===== src/rtl/catraca_pkg.sv =====
// Shared types and 7-segment helpers for the multi-lane gate controller.
// DISPLAY_DECIMAL_EN adds the binary-to-BCD helper used by the decimal display build.
package catraca_pkg;

    typedef enum logic [2:0] {
        LIVRE    = 3'd0,
        ENTRADA  = 3'd1,
        SAIDA    = 3'd2,
        ALARME   = 3'd3,
        BLOQUEIO = 3'd4
    } lane_state_t;

    // Active-low segments, bit order gfedcba
    localparam logic [6:0] SEG_0    = 7'b1000000;
    localparam logic [6:0] SEG_1    = 7'b1111001;
    localparam logic [6:0] SEG_2    = 7'b0100100;
    localparam logic [6:0] SEG_3    = 7'b0110000;
    localparam logic [6:0] SEG_4    = 7'b0011001;
    localparam logic [6:0] SEG_5    = 7'b0010010;
    localparam logic [6:0] SEG_6    = 7'b0000010;
    localparam logic [6:0] SEG_7    = 7'b1111000;
    localparam logic [6:0] SEG_8    = 7'b0000000;
    localparam logic [6:0] SEG_9    = 7'b0010000;
    localparam logic [6:0] SEG_A    = 7'b0001000;
    localparam logic [6:0] SEG_B    = 7'b0000011;
    localparam logic [6:0] SEG_C    = 7'b1000110;
    localparam logic [6:0] SEG_D    = 7'b0100001;
    localparam logic [6:0] SEG_E    = 7'b0000110;
    localparam logic [6:0] SEG_F    = 7'b0001110;
    localparam logic [6:0] SEG_DASH = 7'b0111111;

    function automatic logic [6:0] hex_to_seg(input logic [3:0] nib);
        case (nib)
            4'h0: return SEG_0;
            4'h1: return SEG_1;
            4'h2: return SEG_2;
            4'h3: return SEG_3;
            4'h4: return SEG_4;
            4'h5: return SEG_5;
            4'h6: return SEG_6;
            4'h7: return SEG_7;
            4'h8: return SEG_8;
            4'h9: return SEG_9;
            4'hA: return SEG_A;
            4'hB: return SEG_B;
            4'hC: return SEG_C;
            4'hD: return SEG_D;
            4'hE: return SEG_E;
            default: return SEG_F;
        endcase
    endfunction

`ifdef DISPLAY_DECIMAL_EN
    // Valid for v <= 99: returns {tens, units}
    function automatic logic [7:0] bin_to_bcd2(input logic [7:0] v);
        logic [3:0] tens;
        logic [3:0] units;
        tens  = 4'(v / 8'd10);
        units = 4'(v % 8'd10);
        return {tens, units};
    endfunction
`endif

endpackage


===== src/rtl/catraca_lane.sv =====
// One gate lane: state machine, dwell timer and giro rising-edge detector.
// Entry needs an external grant; commits are single-cycle pulses to the top.
module catraca_lane
    import catraca_pkg::*;
#(
    parameter int TIMEOUT     = 1000,
    parameter int LOCK_CYCLES = 50
) (
    input  logic clock,
    input  logic reset_n,
    input  logic giro,
    input  logic entrada,
    input  logic saida,
    input  logic metais,
    input  logic grant,
    output logic req_entrada,
    output logic in_entrada,
    output logic commit_in,
    output logic commit_out,
    output logic led_verde,
    output logic led_vermelho,
    output logic in_alarm
);

    localparam int TMAX = (TIMEOUT > LOCK_CYCLES) ? TIMEOUT : LOCK_CYCLES;
    localparam int TW   = (TMAX > 1) ? $clog2(TMAX) : 1;

    logic [2:0]    state_reg, state_next;
    logic [TW-1:0] timer_reg, timer_next;
    logic          giro_prev_reg;
    logic          giro_edge;
    logic          timed_state;

    assign giro_edge   = giro & ~giro_prev_reg;
    assign req_entrada = (state_reg == LIVRE) && entrada && !saida && !metais;
    assign in_entrada  = (state_reg == ENTRADA);
    assign in_alarm    = (state_reg == ALARME);
    assign timed_state = (state_reg == ENTRADA) || (state_reg == SAIDA) || (state_reg == BLOQUEIO);

    always_comb begin
        state_next = state_reg;
        commit_in  = 1'b0;
        commit_out = 1'b0;
        case (state_reg)
            LIVRE: begin
                if (metais)                 state_next = ALARME;
                else if (saida)             state_next = SAIDA;
                else if (entrada && grant)  state_next = ENTRADA;
            end
            ENTRADA: begin
                if (metais) begin
                    state_next = ALARME;
                end else if (giro_edge) begin
                    commit_in  = 1'b1;
                    state_next = LIVRE;
                end else if (timer_reg == TW'(TIMEOUT - 1)) begin
                    state_next = LIVRE;
                end
            end
            SAIDA: begin
                if (metais) begin
                    state_next = ALARME;
                end else if (giro_edge) begin
                    commit_out = 1'b1;
                    state_next = LIVRE;
                end else if (timer_reg == TW'(TIMEOUT - 1)) begin
                    state_next = LIVRE;
                end
            end
            ALARME: begin
                if (!metais) state_next = BLOQUEIO;
            end
            BLOQUEIO: begin
                if (metais)                                     state_next = ALARME;
                else if (timer_reg == TW'(LOCK_CYCLES - 1))     state_next = LIVRE;
            end
            default: state_next = LIVRE;
        endcase
    end

    // Timer only runs while dwelling in a timed state; any transition restarts it
    always_comb begin
        timer_next = '0;
        if (timed_state && (state_next == state_reg))
            timer_next = timer_reg + 1'b1;
    end

    always_comb begin
        led_verde    = 1'b0;
        led_vermelho = 1'b0;
        case (state_reg)
            LIVRE:    led_vermelho = req_entrada && !grant;
            ENTRADA:  led_verde    = 1'b1;
            SAIDA:    begin led_verde = 1'b1; led_vermelho = 1'b1; end
            ALARME:   led_vermelho = 1'b1;
            BLOQUEIO: led_vermelho = 1'b1;
            default:  led_vermelho = 1'b0;
        endcase
    end

    always_ff @(posedge clock) begin
        if (!reset_n) begin
            state_reg     <= LIVRE;
            timer_reg     <= '0;
            giro_prev_reg <= 1'b0;
        end else begin
            state_reg     <= state_next;
            timer_reg     <= timer_next;
            giro_prev_reg <= giro;
        end
    end

endmodule


===== src/rtl/controle_catracas_multi.sv =====
// Multi-lane gate controller: entry arbitration against capacity, shared occupancy and display.
// DISPLAY_DECIMAL_EN selects a decimal display (units/tens); otherwise two hex nibbles.
module controle_catracas_multi
    import catraca_pkg::*;
#(
    parameter int LANES       = 2,
    parameter int CNT_W       = 8,
    parameter int CAPACITY    = 99,
    parameter int TIMEOUT     = 1000,
    parameter int LOCK_CYCLES = 50
) (
    input  logic             clock,
    input  logic             reset_n,
    input  logic [LANES-1:0] giro,
    input  logic [LANES-1:0] entrada,
    input  logic [LANES-1:0] saida,
    input  logic [LANES-1:0] metais,
    output logic [LANES-1:0] ledVerde,
    output logic [LANES-1:0] ledVermelho,
    output logic [CNT_W-1:0] ocupacao,
    output logic             lotado,
    output logic             alarme,
    output logic [6:0]       display0,
    output logic [6:0]       display1
);

    logic [LANES-1:0] req_entrada, in_entrada, grant, commit_in, commit_out, in_alarm;
    logic [CNT_W-1:0] ocupacao_reg, ocupacao_next;
    logic [6:0]       display0_reg, display0_next, display1_reg, display1_next;
    logic [7:0]       occ_byte;

    genvar gi;
    generate
        for (gi = 0; gi < LANES; gi++) begin : g_lane
            catraca_lane #(
                .TIMEOUT     (TIMEOUT),
                .LOCK_CYCLES (LOCK_CYCLES)
            ) u_lane (
                .clock        (clock),
                .reset_n      (reset_n),
                .giro         (giro[gi]),
                .entrada      (entrada[gi]),
                .saida        (saida[gi]),
                .metais       (metais[gi]),
                .grant        (grant[gi]),
                .req_entrada  (req_entrada[gi]),
                .in_entrada   (in_entrada[gi]),
                .commit_in    (commit_in[gi]),
                .commit_out   (commit_out[gi]),
                .led_verde    (ledVerde[gi]),
                .led_vermelho (ledVermelho[gi]),
                .in_alarm     (in_alarm[gi])
            );
        end

        if (CNT_W >= 8) begin : g_byte_trunc
            assign occ_byte = ocupacao_reg[7:0];
        end else begin : g_byte_ext
            assign occ_byte = {{(8 - CNT_W){1'b0}}, ocupacao_reg};
        end
    endgenerate

    // Free slots = capacity minus people inside minus lanes already holding a reservation
    always_comb begin : p_grant
        int room;
        room  = CAPACITY - int'(ocupacao_reg);
        grant = '0;
        for (int i = 0; i < LANES; i++)
            if (in_entrada[i]) room = room - 1;
        for (int i = 0; i < LANES; i++) begin
            if (req_entrada[i] && (room > 0)) begin
                grant[i] = 1'b1;
                room     = room - 1;
            end
        end
    end

    always_comb begin : p_count
        int total;
        total = int'(ocupacao_reg);
        for (int i = 0; i < LANES; i++) begin
            if (commit_in[i])  total = total + 1;
            if (commit_out[i]) total = total - 1;
        end
        if (total < 0)              ocupacao_next = '0;
        else if (total > CAPACITY)  ocupacao_next = CNT_W'(CAPACITY);
        else                        ocupacao_next = CNT_W'(total);
    end

`ifdef DISPLAY_DECIMAL_EN
    if (CAPACITY > 99) begin : g_cap_err
        $error("controle_catracas_multi: decimal display needs CAPACITY <= 99");
    end

    always_comb begin : p_display
        logic [7:0] bcd;
        bcd           = bin_to_bcd2(occ_byte);
        display0_next = hex_to_seg(bcd[3:0]);
        display1_next = hex_to_seg(bcd[7:4]);
        if (int'(ocupacao_reg) > 99) begin
            display0_next = SEG_DASH;
            display1_next = SEG_DASH;
        end
    end
`else
    always_comb begin : p_display
        display0_next = hex_to_seg(occ_byte[3:0]);
        display1_next = hex_to_seg(occ_byte[7:4]);
    end
`endif

    always_ff @(posedge clock) begin
        if (!reset_n) begin
            ocupacao_reg <= '0;
            display0_reg <= SEG_0;
            display1_reg <= SEG_0;
        end else begin
            ocupacao_reg <= ocupacao_next;
            display0_reg <= display0_next;
            display1_reg <= display1_next;
        end
    end

    assign ocupacao = ocupacao_reg;
    assign lotado   = (ocupacao_reg == CNT_W'(CAPACITY));
    assign alarme   = |in_alarm;
    assign display0 = display0_reg;
    assign display1 = display1_reg;

endmodule


===== config.mk =====
export PLATFORM = sky130hd
export DESIGN_NAME = controle_catracas_multi
export DESIGN_NICKNAME = d
export VERILOG_FILES = /design/src/rtl/catraca_pkg.sv /design/src/rtl/catraca_lane.sv /design/src/rtl/controle_catracas_multi.sv
export SDC_FILE = /design/constraint.sdc
export NUM_CORES = 1
export LEC_CHECK = 0
export ABC_AREA = 1
export CORE_UTILIZATION = 60
export CTS_CLUSTER_SIZE = 20
export DETAILED_ROUTE_END_ITERATION = 10
export PLACE_DENSITY_LB_ADDON = 0.1
export SYNTH_ARGS = -nofsm -noshare
export SYNTH_HDL_FRONTEND = slang
export SYNTH_SLANG_ARGS = --single-unit

===== constraint.sdc =====
create_clock -name clock -period 6.2 [get_ports clock]
set_clock_uncertainty 0.1 [all_clocks]
set_input_delay 0.62 -clock clock [delete_from_list [all_inputs] [get_ports clock]]
set_output_delay 0.62 -clock clock [all_outputs]
set_load 0.005 [all_outputs]

==> flow_summary.yaml <==
pwr:
  p_clk_share_pct: 18.8
  power.leakage_nw: 2.91
  switching_power_uw: 582
  peakVddDrop_v: 0.000131
  p_comb_share_pct: 51.4
  switching_share_pct: 45.8
  pwr-share-seq_pct: 29.8
  powerDensity_nw_per_um2: 205
  intPower_uw: 689
  total_power_mw: 1.27
setup_path:
  cp.arrival_ns: 5.03
  critical-path-max-stage-delay_ns: 0.52
  crit_fanout: 10
  r2r_slack_ns: 1.32
  rr_worst_depth: 35
  critPathRequiredTime_ns: 5.48
  critPathLaunchType: "register"
  path_common_cell: "nand2_1"
  crit_type: "register to output port"
  r2r-end: "g_lane[1].u_lane.timer_reg[4]"
  crit_path_top_delay_cell: "clkdlybuf4s50_1"
  crit-reg2reg-launch: "ocupacao[3]"
  critPathCaptureType: "output port"
cells_and_area:
  drive_gt1_share_pct: 10.1
  area.growth.synth_to_final_pct: 9.53
  largest_reg_flops: 20
  multi_input_area_sq_um: 4010
  finalNetCount: 1017
  seq_area_sq_um: 1010
  n_antenna_cell: 0
  fillers: 874
global_route:
  gr-usage-all-layers_pct: 29.1
  antenna_found_initial: 0
  grt_max_degree: 18
  overflow: 0
  grt_pass1_wl_um: 23800
  grt_pass1_vias: 5218
clocking:
  cts_root_buf: "clkbuf_8"
  htreeDepth: 2
  post_cts_buffers: 0
  clockBufferDepth: 2
  cts.clk_slew.worst_paths_ns: 0.11
  clock_sinks: 50
  numCtsBuffers: 5
  clkLatencyLatePin_ns: 0.31
  cts_tree: "done"
placement:
  port_buffers: 37
  gp_congestion: 0.987
  dpl.hpwl_um: 10900
floorplan:
  coreArea_sq_um: 9200
  num_rows: 35
  dieArea_sq_um: 9820
  io_pins: 38
  die_h_um: 99.1
  die_w_um: 99.1
  initial_core_util_pct: 61.5
drt:
  routed_wl_um: 13700
  drt_iter0_markers: 292
  wire_per_inst_um: 12.6
  drt-pass1-iter-count: 5
  vias: 5892
  drc: 0
  routed_via_density: 5.42
  ant_nets: 0
timing:
  worst_pin_slew_ns: 0.557
  fmax_mhz: 174
  fin_tns_setup_ns: 0
  final_max_slew_viol_count: 0
  setup_viol: 0
  rsz0062_at_grt: "false"
  hold_viol: 0
  max_slew_margin_pct: 62.6
  whs_ns: 0.376
  fin_crit_ns: 5.75
  timing.final.crit_share_pct: 92.7
synth:
  ys.flop_type: "dfxtp_1"
  synth_edf_count: 0
  post-synth-top-count-cell: "nand2_1"
  yosysTopAreaCell: "dfxtp_1"
  synth_top_cell_area_share_pct: 17.7
  synth_area_sq_um: 5660
  async_flop_share_pct: 0
  synthCells: 947
  synth_common_cells: "nand2_1, inv_1, nor2_1"
  ys_seq_elements: 50
  synth_cell_types: 54
  avgSynthCellArea_sq_um: 5.98
  yosys-top-cells-area: "dfxtp_1, nand2_1, inv_1"
  yosysSeqAreaShare_pct: 17.7
  yosys_warnings: 0
  synth_nets: 989
run_status:
  status: "finished, final reports clean"
run:
  cap_violations: 0
hold_path:
  worstHoldStart: "g_lane[1].u_lane.timer_reg[0]"
  min_path_type: "register to register"
  hold-path-endpoint: "g_lane[1].u_lane.timer_reg[0]"
  hold_path_depth: 1
[power groups by stage]
stage                     clock network, mW  logic (mW)  registers, mW
final                                 0.239       0.653          0.379
after detailed placement                  0       0.642          0.385
after CTS                             0.245       0.646          0.378
after floorplan                           0       0.509          0.370
after global placement                    0       0.641          0.385
after global routing                  0.260       0.742          0.384
[layout make-up]
type                       instances  share of cell area, %
tap                              111                   2.24
sequential                        50                   16.2
clock buffer                       5                   1.11
clock inverter                     3                  0.707
multi-input combinational        737                   64.7
inverter                         141                   8.72
timing repair buffer              40                   6.34
[worst max-delay path, delay by kind of cell, from the launching register on]
kind,cells,cell delay [ns]
buffers and inverters,3,0.86
AOI/OAI and AO/OA,2,0.49
DFF,1,0.40
adders and majority gates,2,0.53
and+or+nand+nor,23,2.44
[per-stage QoR]
| step | std cells | worst slack, ns | util, % | instance area, sq um |
|---|---|---|---|---|
| 2_1_floorplan | 947 | 1.43 | - | 5660 |
| 3_3_place_gp | 1079 | 0.733 | 66.1 | 6070 |
| 3_5_place_dp | 1079 | 0.688 | 66.1 | 6070 |
| 4_1_cts | 1087 | 0.317 | 67.3 | 6190 |
| 5_1_grt | 1087 | 0.0137 | 67.4 | 6200 |
| 6_report | 1087 | 0.454 | 67.4 | 6200 |
[routing by layer]
layer / vias to the layer above / part of all wire (%) / global-route usage (%)
met5: - / 0 / 0
met4: 0 / 1.5 / 6.67
met3: 15 / 6.1 / 3.30
met2: 148 / 43 / 46.7
met1: 2616 / 49 / 42.0
li1: 3113 / - / -
[worst max path at each step]
stage,from,end,slack [ns],depth (start not counted)
after floorplan,ocupacao[3],ledVermelho[1],1.43,31
after global placement,ocupacao[4],ledVermelho[1],0.73,29
after detailed placement,ocupacao[4],ledVermelho[1],0.69,28
after CTS,ocupacao[4],ledVermelho[1],0.32,28
after global routing,ocupacao[3],ledVermelho[1],0.01,30
final,ocupacao[3],ledVermelho[1],0.45,30
[timing repair]
action | in CTS | in global routing
setup endpoints to repair | 0 | 1
hold buffers | 0 | 0
gates resized for setup | 0 | 8
[cells by family (layout without fill, tap and decap cells)]
logic type	count (synthesis)	in the layout	share of synthesized area, %
buf+inv	160	189	11.5
flops	50	50	17.7
other cells	1	1	0.0663
simple gates	584	584	48.9
fa+ha+maj	32	32	7.07
compound gates	87	87	9.31
xor+xnor	33	33	5.51
[cell usage in the layout, fill, tap and decap left out, types with 26 or more instances in the layout]
cell / instances
dfxtp_1: 46
inv_1: 124
nor2_1: 115
ha_1: 32
nand3_1: 70
clkdlybuf4s50_1: 37
a21oi_1: 28
nand4_1: 32
o21ai_0: 26
nand2_1: 259
Power figures use the tool's default switching activity.
